`src/rtl/axi4_lite_slave_ranged.sv`:
```
// axi4_lite_slave_ranged: AXI4-Lite slave bridging to a write-pulse / read-request peripheral bus
// with address-window decode, SLVERR on miss and a read-timeout guard.
module axi4_lite_slave_ranged #(
  parameter int unsigned ADDR_WIDTH = 32,
  parameter int unsigned DATA_WIDTH = 32,
  parameter logic [ADDR_WIDTH-1:0] BASE_ADDR = '0,
  parameter longint unsigned REGION_SIZE = 4096,
  parameter int unsigned RD_TIMEOUT = 16
) (
  input  logic                    clk,
  input  logic                    rst,
  output logic                    mem_write,
  output logic [DATA_WIDTH/8-1:0] byte_en,
  output logic [ADDR_WIDTH-1:0]   write_addr,
  output logic [DATA_WIDTH-1:0]   write_data,
  output logic                    mem_read,
  output logic [ADDR_WIDTH-1:0]   read_addr,
  input  logic [DATA_WIDTH-1:0]   read_data,
  input  logic                    data_valid,
  input  logic [ADDR_WIDTH-1:0]   s_axi_awaddr,
  input  logic                    s_axi_awvalid,
  output logic                    s_axi_awready,
  input  logic [DATA_WIDTH-1:0]   s_axi_wdata,
  input  logic [DATA_WIDTH/8-1:0] s_axi_wstrb,
  input  logic                    s_axi_wvalid,
  output logic                    s_axi_wready,
  output logic [1:0]              s_axi_bresp,
  output logic                    s_axi_bvalid,
  input  logic                    s_axi_bready,
  input  logic [ADDR_WIDTH-1:0]   s_axi_araddr,
  input  logic                    s_axi_arvalid,
  output logic                    s_axi_arready,
  output logic [DATA_WIDTH-1:0]   s_axi_rdata,
  output logic [1:0]              s_axi_rresp,
  output logic                    s_axi_rvalid,
  input  logic                    s_axi_rready
);
  localparam int unsigned STRB_W = DATA_WIDTH / 8;
  localparam int unsigned CW = $clog2(RD_TIMEOUT);
  localparam logic [ADDR_WIDTH:0] LO = {1'b0, BASE_ADDR};
  localparam logic [ADDR_WIDTH:0] SIZE = (ADDR_WIDTH + 1)'(REGION_SIZE);
  typedef enum logic [1:0] {W_IDLE, W_AHELD, W_DHELD, W_RESP} w_state_t;
  typedef enum logic [1:0] {R_IDLE, R_WAIT, R_RESP} r_state_t;
  // Offset is taken one bit wider, so addresses below the base wrap far above SIZE.
  function automatic logic hit(input logic [ADDR_WIDTH-1:0] a);
    return ({1'b0, a} - LO) < SIZE;
  endfunction
  w_state_t ws, ws_n;
  r_state_t rs, rs_n;
  logic [CW-1:0] cnt;
  logic aw_hs, w_hs, ar_hs, w_enter;
  logic [ADDR_WIDTH-1:0] wa_d;
  logic [STRB_W-1:0] wb_d;
  assign aw_hs = s_axi_awvalid & s_axi_awready;
  assign w_hs = s_axi_wvalid & s_axi_wready;
  assign ar_hs = s_axi_arvalid & s_axi_arready;
  assign wa_d = aw_hs ? s_axi_awaddr : write_addr;
  assign wb_d = w_hs ? s_axi_wstrb : byte_en;
  assign w_enter = ws_n == W_RESP && ws != W_RESP;
  assign s_axi_bvalid = ws == W_RESP;
  assign s_axi_rvalid = rs == R_RESP;
  always_comb begin
    ws_n = ws;
    case (ws)
      W_IDLE:  ws_n = aw_hs && w_hs ? W_RESP : aw_hs ? W_AHELD : w_hs ? W_DHELD : W_IDLE;
      W_AHELD: ws_n = w_hs ? W_RESP : W_AHELD;
      W_DHELD: ws_n = aw_hs ? W_RESP : W_DHELD;
      default: ws_n = s_axi_bready ? W_IDLE : W_RESP;
    endcase
  end
  always_ff @(posedge clk or negedge rst) begin
    if (!rst) begin
      ws <= W_IDLE;
      s_axi_awready <= 1'b0;
      s_axi_wready <= 1'b0;
      s_axi_bresp <= 2'b00;
      mem_write <= 1'b0;
      write_addr <= '0;
      write_data <= '0;
      byte_en <= '0;
    end else begin
      ws <= ws_n;
      s_axi_awready <= ws_n == W_IDLE || ws_n == W_DHELD;
      s_axi_wready <= ws_n == W_IDLE || ws_n == W_AHELD;
      mem_write <= w_enter && hit(wa_d) && |wb_d;
      if (w_enter) s_axi_bresp <= hit(wa_d) ? 2'b00 : 2'b10;
      if (aw_hs) write_addr <= s_axi_awaddr;
      if (w_hs) write_data <= s_axi_wdata;
      if (w_hs) byte_en <= s_axi_wstrb;
    end
  end
  always_comb begin
    rs_n = rs;
    case (rs)
      R_IDLE:  rs_n = !ar_hs ? R_IDLE : hit(s_axi_araddr) ? R_WAIT : R_RESP;
      R_WAIT:  rs_n = data_valid || cnt == CW'(RD_TIMEOUT - 1) ? R_RESP : R_WAIT;
      default: rs_n = s_axi_rready ? R_IDLE : R_RESP;
    endcase
  end
  always_ff @(posedge clk or negedge rst) begin
    if (!rst) begin
      rs <= R_IDLE;
      s_axi_arready <= 1'b0;
      s_axi_rdata <= '0;
      s_axi_rresp <= 2'b00;
      mem_read <= 1'b0;
      read_addr <= '0;
      cnt <= '0;
    end else begin
      rs <= rs_n;
      s_axi_arready <= rs_n == R_IDLE;
      mem_read <= rs == R_IDLE && rs_n == R_WAIT;
      cnt <= rs == R_WAIT ? cnt + 1'b1 : '0;
      if (ar_hs) read_addr <= s_axi_araddr;
      // Data only counts if it arrived in R_WAIT; misses and timeouts return zero.
      if (rs != R_RESP && rs_n == R_RESP) begin
        s_axi_rdata <= rs == R_WAIT && data_valid ? read_data : '0;
        s_axi_rresp <= rs == R_WAIT && data_valid ? 2'b00 : 2'b10;
      end
    end
  end
endmodule
```
`config.mk`:
```
export PLATFORM = sky130hd
export DESIGN_NAME = axi4_lite_slave_ranged
export DESIGN_NICKNAME = d
export VERILOG_FILES = /design/src/rtl/axi4_lite_slave_ranged.sv
export SDC_FILE = /design/constraint.sdc
export NUM_CORES = 1
export LEC_CHECK = 0
export BUFFER_PORTS_ARGS = -buffer_cell sky130_fd_sc_hd__buf_4
export CAP_MARGIN = 40
export CORE_MARGIN = 5
export CORE_UTILIZATION = 49
export DETAILED_ROUTE_END_ITERATION = 10
export PLACE_DENSITY = 0.95
export SYNTH_ARGS = -nofsm -noshare
export SYNTH_HDL_FRONTEND = slang
export SYNTH_SLANG_ARGS = --single-unit
```
`constraint.sdc`:
```
create_clock -name clk -period 2.8 [get_ports clk]
set_input_delay 0 -clock clk [delete_from_list [all_inputs] [get_ports clk]]
set_output_delay 0 -clock clk [all_outputs]
set_load 0.03 [all_outputs]
```
---- After elaboration in Yosys (flattened, before gate mapping) ----
Cells that the tools add are included.
cells by class
  add/sub/neg operators ................... 1
  reductions and logical operators ........ 15
  $lt $le $gt $ge ......................... 2
  bitwise gates (word level) .............. 3
  mux-type cells .......................... 18
  equality and inequality tests ........... 13
operator list
  cell                    number
  $lt A32 B13 Y1 const B  2
  $mux W32                2
  $mux W2                 11
  $eq A2 B2 Y1 const B    6
  $eq A2 B1 Y1 const B    4
  $logic_not A2 Y1        4
  $mux W4                 2
  $logic_and A1 B1 Y1     7
  $pmux W2 S3             1
  $add A4 B1 Y4 const B   1
  $eq A4 B4 Y1 const B    1
  $ne A2 B2 Y1 const B    2
  $pmux W2 S2             1
  $reduce_or A4 Y1        1
  $and A1 B1 Y1           3
  $logic_or A1 B1 Y1      3
  $mux W1                 1
storage, ports and cells
  flip-flop bits (word level) ............. 149
  word-level logic and storage cells ...... 67
  output and inout bits ................... 143

---- Logic depth before layout (Yosys ltp) ----
Gate-level depths: netlist (run 1).
  word-level depth ........................ 9
  depth in mapped cells ................... 6
  mapped depth without buffers ............ 5

---- Worst setup path after synthesis (run 1) ----
Ideal clock, no wire load.
  path kind ............................... register to register
  start point ............................. register s_axi_arready
  end point ............................... register s_axi_rresp[1]
  cell stages (with the launch flop) ...... 7
  data arrival time ....................... 1.725 ns
  library setup time ...................... 0.137 ns
  slack ................................... 0.938 ns
  path through ............................ dfrtp_1 > nand2_2 > or3_1 > or3_4 > o21ai_4 > buf_6 > a21oi_1
on the way
  word-level cells in the longest chain between the ends .. 5
ends and longest elaborated chain
  what                    line  text
  start, declared         32    output logic s_axi_arready,
  start signal, assigned  103   s_axi_arready <= 1'b0;
  start signal, assigned  111   s_axi_arready <= rs_n == R_IDLE;
  $and A1 B1 Y1           56    assign ar_hs = s_axi_arvalid & s_axi_arready;
  $mux W2                 95    R_IDLE: rs_n = !ar_hs ? R_IDLE : hit(s_axi_araddr) ? R_WAIT : R_RESP;
  $pmux W2 S2             94    case (rs)
  $eq A2 B2 Y1            116   if (rs != R_RESP && rs_n == R_RESP) begin
  $logic_and A1 B1 Y1     116
  end signal, assigned    118   s_axi_rresp <= rs == R_WAIT && data_valid ? 2'b00 : 2'b10;
  end, declared           34    output logic [1:0] s_axi_rresp,
Every way passes these cells.
A chain may end at the register's enable or synchronous reset.

---- Worst setup path after layout (run 1) ----
  start point ............................. register s_axi_awready
  end point ............................... register s_axi_bresp[1]
on the way
  word-level cells in the longest chain between the ends .. 6
ends and longest elaborated chain
  what                                                    line  text
  start, declared                                         22    output logic s_axi_awready,
  start signal, assigned                                  74    s_axi_awready <= 1'b0;
  start signal, assigned                                  83    s_axi_awready <= ws_n == W_IDLE || ws_n == W_DHELD;
  $and A1 B1 Y1 (*)                                       54    assign aw_hs = s_axi_awvalid & s_axi_awready;
  branches (longest 5 deep; another with $lt A32 B13 Y1)  --
  end signal, assigned                                    86    if (w_enter) s_axi_bresp <= hit(wa_d) ? 2'b00 : 2'b10;
  end, declared                                           27    output logic [1:0] s_axi_bresp,
Every way passes the cells marked *.

==> reports/metrics.csv, run 1 <==
metric;value;unit
outcome;finished, final reports clean;
final period utilization;76.53;%
Synthesis Warnings;0;
CP Max Fanout;31;
CTS sink count;147;
cell count after synthesis;444;
Cell Pwr Density;1025;mW/mm2
1st-iter DRT viols;460;
Synth area leaders;dfrtp_1 (65%), mux2_2 (14%), nand2_1 (6.8%);
synth unique cells;33;
Worst-Skew Late Latency;420;ps
Critical-path top delay cell;dfrtp_1;
DRT antenna net count;0;
fillers;471;
gr usage total;33.48;%
Core Util, Final;86.89;%
Vias/cell;5.454;
Syn-to-layout area delta;74.54;%
CP bufs+invs;1;
Req. time, crit path;3110;ps
post-synth top area share;64.99;%
synthesized cell area;0.005660;mm2
kind of critical path;flop to flop;
global placement routability congestion;0.8630;
layout cells sized above 1;44.31;%
NumNets Final;1006;
DRC;0;
CORE AREA;0.01137;mm2
via count;5585;
CP Capture Type;flop;
worst reg2reg setup slack;660;ps
worst flop-to-flop path startpoint;s_axi_awready;
Setup Viol. Count Final;0;
WHS Endpoint;mem_read;
hold path cells;4;
Cell Chain, Critical Path;and2_1, buf_4, or3_1, a221o_1, a221o_1, o21a_1;
hold_sp;s_axi_arvalid;
cell taking the most area after synthesis;dfrtp_1;
initial antenna violation count;2;
hold slack;63.96;ps
max cap viols;0;
Starting Density;49.79;%
Most Frequent Cell on Critical Path;a221o_1;
CTS tree;built;
root buffer cell;clkbuf_16;
DR pass1 iterations;7;
total grt overflow;0;
crit path DAT;2450;ps
vias in the first global route;6202;
Critical Path Max Stage Delay;390;ps
first-pass GRT wire length;35930;um
post-layout min period;2143;ps
fmax;466.7;MHz
drt wl/cell;22.70;um
syn_area_per_cell;12.75;um2
RSZ-0062 raised after global routing;no;
most frequent cells in the layout;buf_4 (285), dfrtp_1 (147), dlygate4sd3_1 (137), nand2_1 (102), mux2_2 (69);
clock buffer depth;2;
Setup TNS;0;ps
dpl hpwl;12480;um
Die Wd;117.5;um
pins over their slew limit;0;
Crit path max-delay family;compound AO/OA/AOI/OAI gates;
Slew HR;44.73;%
H-tree levels;4;
Placed Cells;852;
most common cell after layout, fill and taps aside;buf_4;
Seq/Total Area, Yosys;64.99;%
Chip Height;117.5;um
CP Launch Type;flop;
R2R Path End;s_axi_bresp[1];
Worst-Margin Slew;826.0;ps
CTS Buf Count;17;
Register Area;0.003679;mm2
row cnt;39;
largest net degree at the start of global routing;71;
Total Power;0.01012;W
R2R depth;6;
Max rail drop VDD;0.8545;mV
Total Wirelength;23250;um
Die ar.;0.01380;mm2
port bufs;280;
footprint of the multi-input gates;0.001857;mm2
Clock Skews;5.755;ps
Post-Layout Cell Count;1024;
clk slew on worst S/H paths;60;ps
Leakage;4.892;nW
setup bufs post-CTS;0;
Ports;283;
FF+latch count, synth;147;
Final Hold Fails;0;
worst min path class;primary input to flop;
-- per-stage QoR --
stage | area (um2) | setup slack, ps
final | 9879 | 657.3
after global routing | 9877 | 557.4
after CTS | 9872 | 693.0
after detailed placement | 7896 | 709.9
after global placement | 7896 | 767.6
after floorplan | 5664 | 937.9
-- final cells by class --
cell class                      instances  share of cell area (%)
Clock buffer                           22                   4.800
Tap cell                              143                   1.811
Clock inverter                         10                   1.317
Sequential cell                       147                   37.23
Inverter                                3                  0.1140
Multi-Input combinational cell        272                   18.79
Antenna cell                            3                 0.07599
Timing Repair Buffer                  424                   35.85
-- cell usage after synthesis --
cell,count
a211o_1,1
a21oi_1,3
a221o_1,2
a22o_1,32
a31oi_1,1
and2_1,5
buf_1,4
buf_2,1
buf_4,2
buf_6,3
clkbuf_1,13
conb_1,1
dfrtp_1,147
ha_1,1
inv_1,3
mux2_2,69
nand2_1,102
nand2_2,1
nand2b_1,1
nand3_1,6
nand4b_1,2
nor2_1,13
nor2b_1,3
nor3_1,5
nor4_1,10
o21a_1,1
o21ai_0,3
o21ai_4,1
o31ai_1,1
or3_1,4
or3_4,1
xnor2_1,1
xor2_1,1
-- kinds of logic after synthesis --
group           share of synthesized area [%]
compound gates                          6.654
buf+inv                                 2.277
mux                                     13.73
xor+xnor                               0.3095
flops                                   64.99
other cells                           0.06625
simple gates                            11.76
fa+ha+maj                              0.2210
-- per-layer routing --
metal | track usage [%] | wire, um
met1 | 35.58 | 7819
met2 | 58.56 | 12110
met5 | 0 | 0
met4 | 18.35 | 1300
met3 | 10.81 | 2015
-- power by group --
part	internal, W	switching, W	total [W]
combinational	0.00174	0.00265	0.00439
sequential	0.00284	0.000559	0.00340
clock	0.00146	0.000865	0.00233
total	0.00605	0.00408	0.0101
-- registers in the layout, summed over array words and instances, names as in the netlist --
signal,count
s_axi_bresp,1
s_axi_wready,1
mem_write,1
rs,2
write_addr,32
s_axi_awready,1
s_axi_arready,1
mem_read,1
write_data,32
s_axi_rresp,1
cnt,4
s_axi_rdata,32
ws,2
byte_en,4
read_addr,32
-- timing repair --
action                                 in CTS  in global routing
endpoints found under the hold margin     209                  0
hold buffers                              137                  0
gates resized for setup                     0                  0
-- how the worst max path moves through the flow --
stage / startpoint / endpoint / cells after the start
final: s_axi_awready / s_axi_bresp[1] / 6
after global routing: s_axi_awready / s_axi_bresp[1] / 6
after CTS: s_axi_awready / s_axi_bresp[1] / 6
after detailed placement: s_axi_awready / s_axi_bresp[1] / 6
after global placement: s_axi_awready / s_axi_bresp[1] / 6
after floorplan: s_axi_arready / s_axi_rresp[1] / 6
-- tightest hold or removal path, stage by stage --
cell and delay [ps]:
buf_4 120, nand2_2 70, or3_1 180, nor3_1 70
(Power assumes the default switching activity.)
==> run 2: changes to the inputs <==
--- a/config.mk
+++ b/config.mk
@@ -8,9 +8,9 @@
 export BUFFER_PORTS_ARGS = -buffer_cell sky130_fd_sc_hd__buf_4
 export CAP_MARGIN = 40
 export CORE_MARGIN = 5
-export CORE_UTILIZATION = 49
+export CORE_UTILIZATION = 46
 export DETAILED_ROUTE_END_ITERATION = 10
-export PLACE_DENSITY = 0.95
+export PLACE_DENSITY = 0.91
 export SYNTH_ARGS = -nofsm -noshare
 export SYNTH_HDL_FRONTEND = slang
 export SYNTH_SLANG_ARGS = --single-unit
==> constraint.sdc (replaced) <==
create_clock -name clk -period 2.1 [get_ports clk]
set_input_delay 0 -clock clk [delete_from_list [all_inputs] [get_ports clk]]
set_output_delay 0 -clock clk [all_outputs]
set_load 0.03 [all_outputs]
==> run 2 against run 1 <==
Effect of this change:
- critical path type is now primary input to flop
- combinational power grew 33%
- largest cell class unchanged
- sequential share of layout area shrank 0.14 points
- sequential power is 33% higher
- worst hold slack lost 23 ps
- critical path depth rose by 1
- sequential cell count did not move
- power rose by 31%
- register-to-register slack worse by 500 ps
==> reports/metrics.csv, run 2 (synthesis gave the netlist of run 1 again) <==
metric;value;unit;change
outcome;finished, final reports clean;;unchanged
RSZ-0062 raised after global routing;no;;unchanged
CTS tree;built;;unchanged
vias in the first global route;6195;;was 6202
CTS sink count;147;;unchanged
row cnt;40;;was 39
Worst-Skew Late Latency;420;ps;about the same
met3 track demand over resource;8.531;%;was 10.81%
Final Hold Fails;0;;unchanged
root buffer cell;clkbuf_16;;unchanged
DRC;0;;unchanged
total grt overflow;0;;unchanged
kind of critical path;primary input to flop;;was flop to flop
Setup TNS;0;ps;unchanged
port bufs;280;;unchanged
Cell Pwr Density;1342;mW/mm2;was 1025 mW/mm2
Max rail drop VDD;1.101;mV;was 0.8545 mV
most common cell after layout, fill and taps aside;buf_4;;unchanged
gr usage total;30.03;%;was 33.48%
Starting Density;46.93;%;was 49.79%
final period utilization;99.31;%;
first-pass GRT wire length;33730;um;was 35930 um
DR pass1 iterations;4;;was 7
Setup Viol. Count Final;0;;unchanged
Slew HR;63.11;%;was 44.73%
Total Wirelength;21860;um;was 23250 um
Worst-Margin Slew;551.3;ps;was 826.0 ps
crit path DAT;2420;ps;was 2450 ps
pins over their slew limit;0;;unchanged
CP Launch Type;primary input;;was flop
Clock Skews;8.588;ps;was 5.755 ps
largest net degree at the start of global routing;56;;was 71
Vias/cell;5.263;;was 5.454
fmax;479.5;MHz;
hold_sp;s_axi_arvalid;;unchanged
post-layout min period;2086;ps;
max cap viols;0;;unchanged
worst min path class;primary input to flop;;unchanged
H-tree levels;4;;unchanged
Die Wd;120.9;um;was 117.5 um
layout cells sized above 1;44.14;%;was 44.31%
DRT antenna net count;0;;unchanged
global placement routability congestion;0.8464;;was 0.8630
via count;5526;;was 5585
Leakage;4.893;nW;was 4.892 nW
met1 Track Usage GR;31.46;%;was 35.58%
drt wl/cell;20.82;um;was 22.70 um
Worst setup startpoint;s_axi_araddr[16];;was s_axi_awready
Syn-to-layout area delta;75.18;%;was 74.54%
Req. time, crit path;2430;ps;was 3110 ps
NumNets Final;1009;;was 1006
Die ar.;0.01462;mm2;was 0.01380 mm2
CORE AREA;0.01206;mm2;was 0.01137 mm2
Post-Layout Cell Count;1050;;was 1024
fillers;537;;was 471
CP Max Fanout;17;;was 31
Ports;283;;unchanged
Placed Cells;879;;was 852
1st-iter DRT viols;453;;was 460
worst flop-to-flop path startpoint;rs[0];;was s_axi_awready
busiest layer in global routing;met2;;unchanged
most frequent cells in the layout;buf_4 (285), dfrtp_1 (147), dlygate4sd3_1 (137), nand2_1 (102), mux2_2 (69);;unchanged
clk slew on worst S/H paths;60;ps;about the same
met2 Use GR;55.26;%;was 58.56%
initial antenna violation count;3;;was 2
CP Capture Type;flop;;unchanged
worst reg2reg setup slack;160;ps;was 660 ps
clock buffer depth;2;;unchanged
dpl hpwl;12540;um;was 12480 um
Chip Height;120.9;um;was 117.5 um
CTS Buf Count;17;;unchanged
run 2: cell types whose count changed in the layout (fill, tap and decap cells not counted):
cell	previous run	this run
clkbuf_1	2	5
and2_2	0	1
clkinv_2	5	4
clkbuf_8	3	2
buf_12	1	3
and2_1	5	4
o21ai_4	1	2
bufinv_16	3	2
clkinvlp_4	2	0
run 2: per-stage QoR:
| step | cell area [um2] | setup slack, ps | total power [W] | hold slack, ps | util, % |
|---|---|---|---|---|---|
| after global placement | 7969 | 223.5 | 0.009704 | -35.43 | 66.07 |
| after detailed placement | 7969 | 143.0 | 0.009923 | -26.58 | 66.07 |
| after CTS | 9892 | 40.33 | 0.01304 | 20.72 | 82.01 |
| after floorplan | 5664 | 237.9 | 0.007584 | -295.6 | - |
| final | 9916 | 14.42 | 0.01330 | 40.63 | 82.21 |
| after global routing | 9916 | 7.511 | 0.01383 | 43.20 | 82.21 |
run 2: path summary, 6_finish.rpt:
kind                       depth (start not counted)              end
setup reg to reg                                   4  s_axi_rdata[25]
max in group asynchronous                          3    write_addr[0]
min in group asynchronous                          2  s_axi_rdata[10]
hold / removal                                     4         mem_read
hold reg to reg                                    1           cnt[0]
setup / recovery                                   7  s_axi_rdata[25]
run 2: per-layer routing:
metal,vias up,share of wire (%)
li1,2383,-
met1,2713,35
met2,350,54
met3,80,7.2
met4,0,4.2
met5,-,0
run 2: worst max-delay path, stage by stage:
cell and delay, ps:
dlygate4sd3_1 540, buf_4 140, nor4_1 440, nand3_1 270, or3_4 500, o21ai_4 230, a22o_1 270
run 2: repair_timing:
action                                  CTS  global route
setup buffers                             0             0
hold buffers                            137             0
endpoints found under the hold margin   288             0
endpoints found under the setup margin    0            33
resized for setup                         0             1
run 2: power breakdown:
part	internal [W]	switching [W]
Combinational	0.00235	0.00351
Clock	0.00179	0.00112
Sequential	0.00379	0.000734
Total	0.00794	0.00537
run 2: final cells by class:
cell class                 count  area [um2]  area share, %
inverter                       3       11.26         0.1136
tap                          168       210.2          2.120
timing repair buffer         426        3582          36.13
clock buffer                  24       471.7          4.757
multi-input combinational    273        1874          18.90
sequential                   147        3679          37.10
clock inverter                 6       80.08         0.8076
antenna                        3       7.507        0.07571
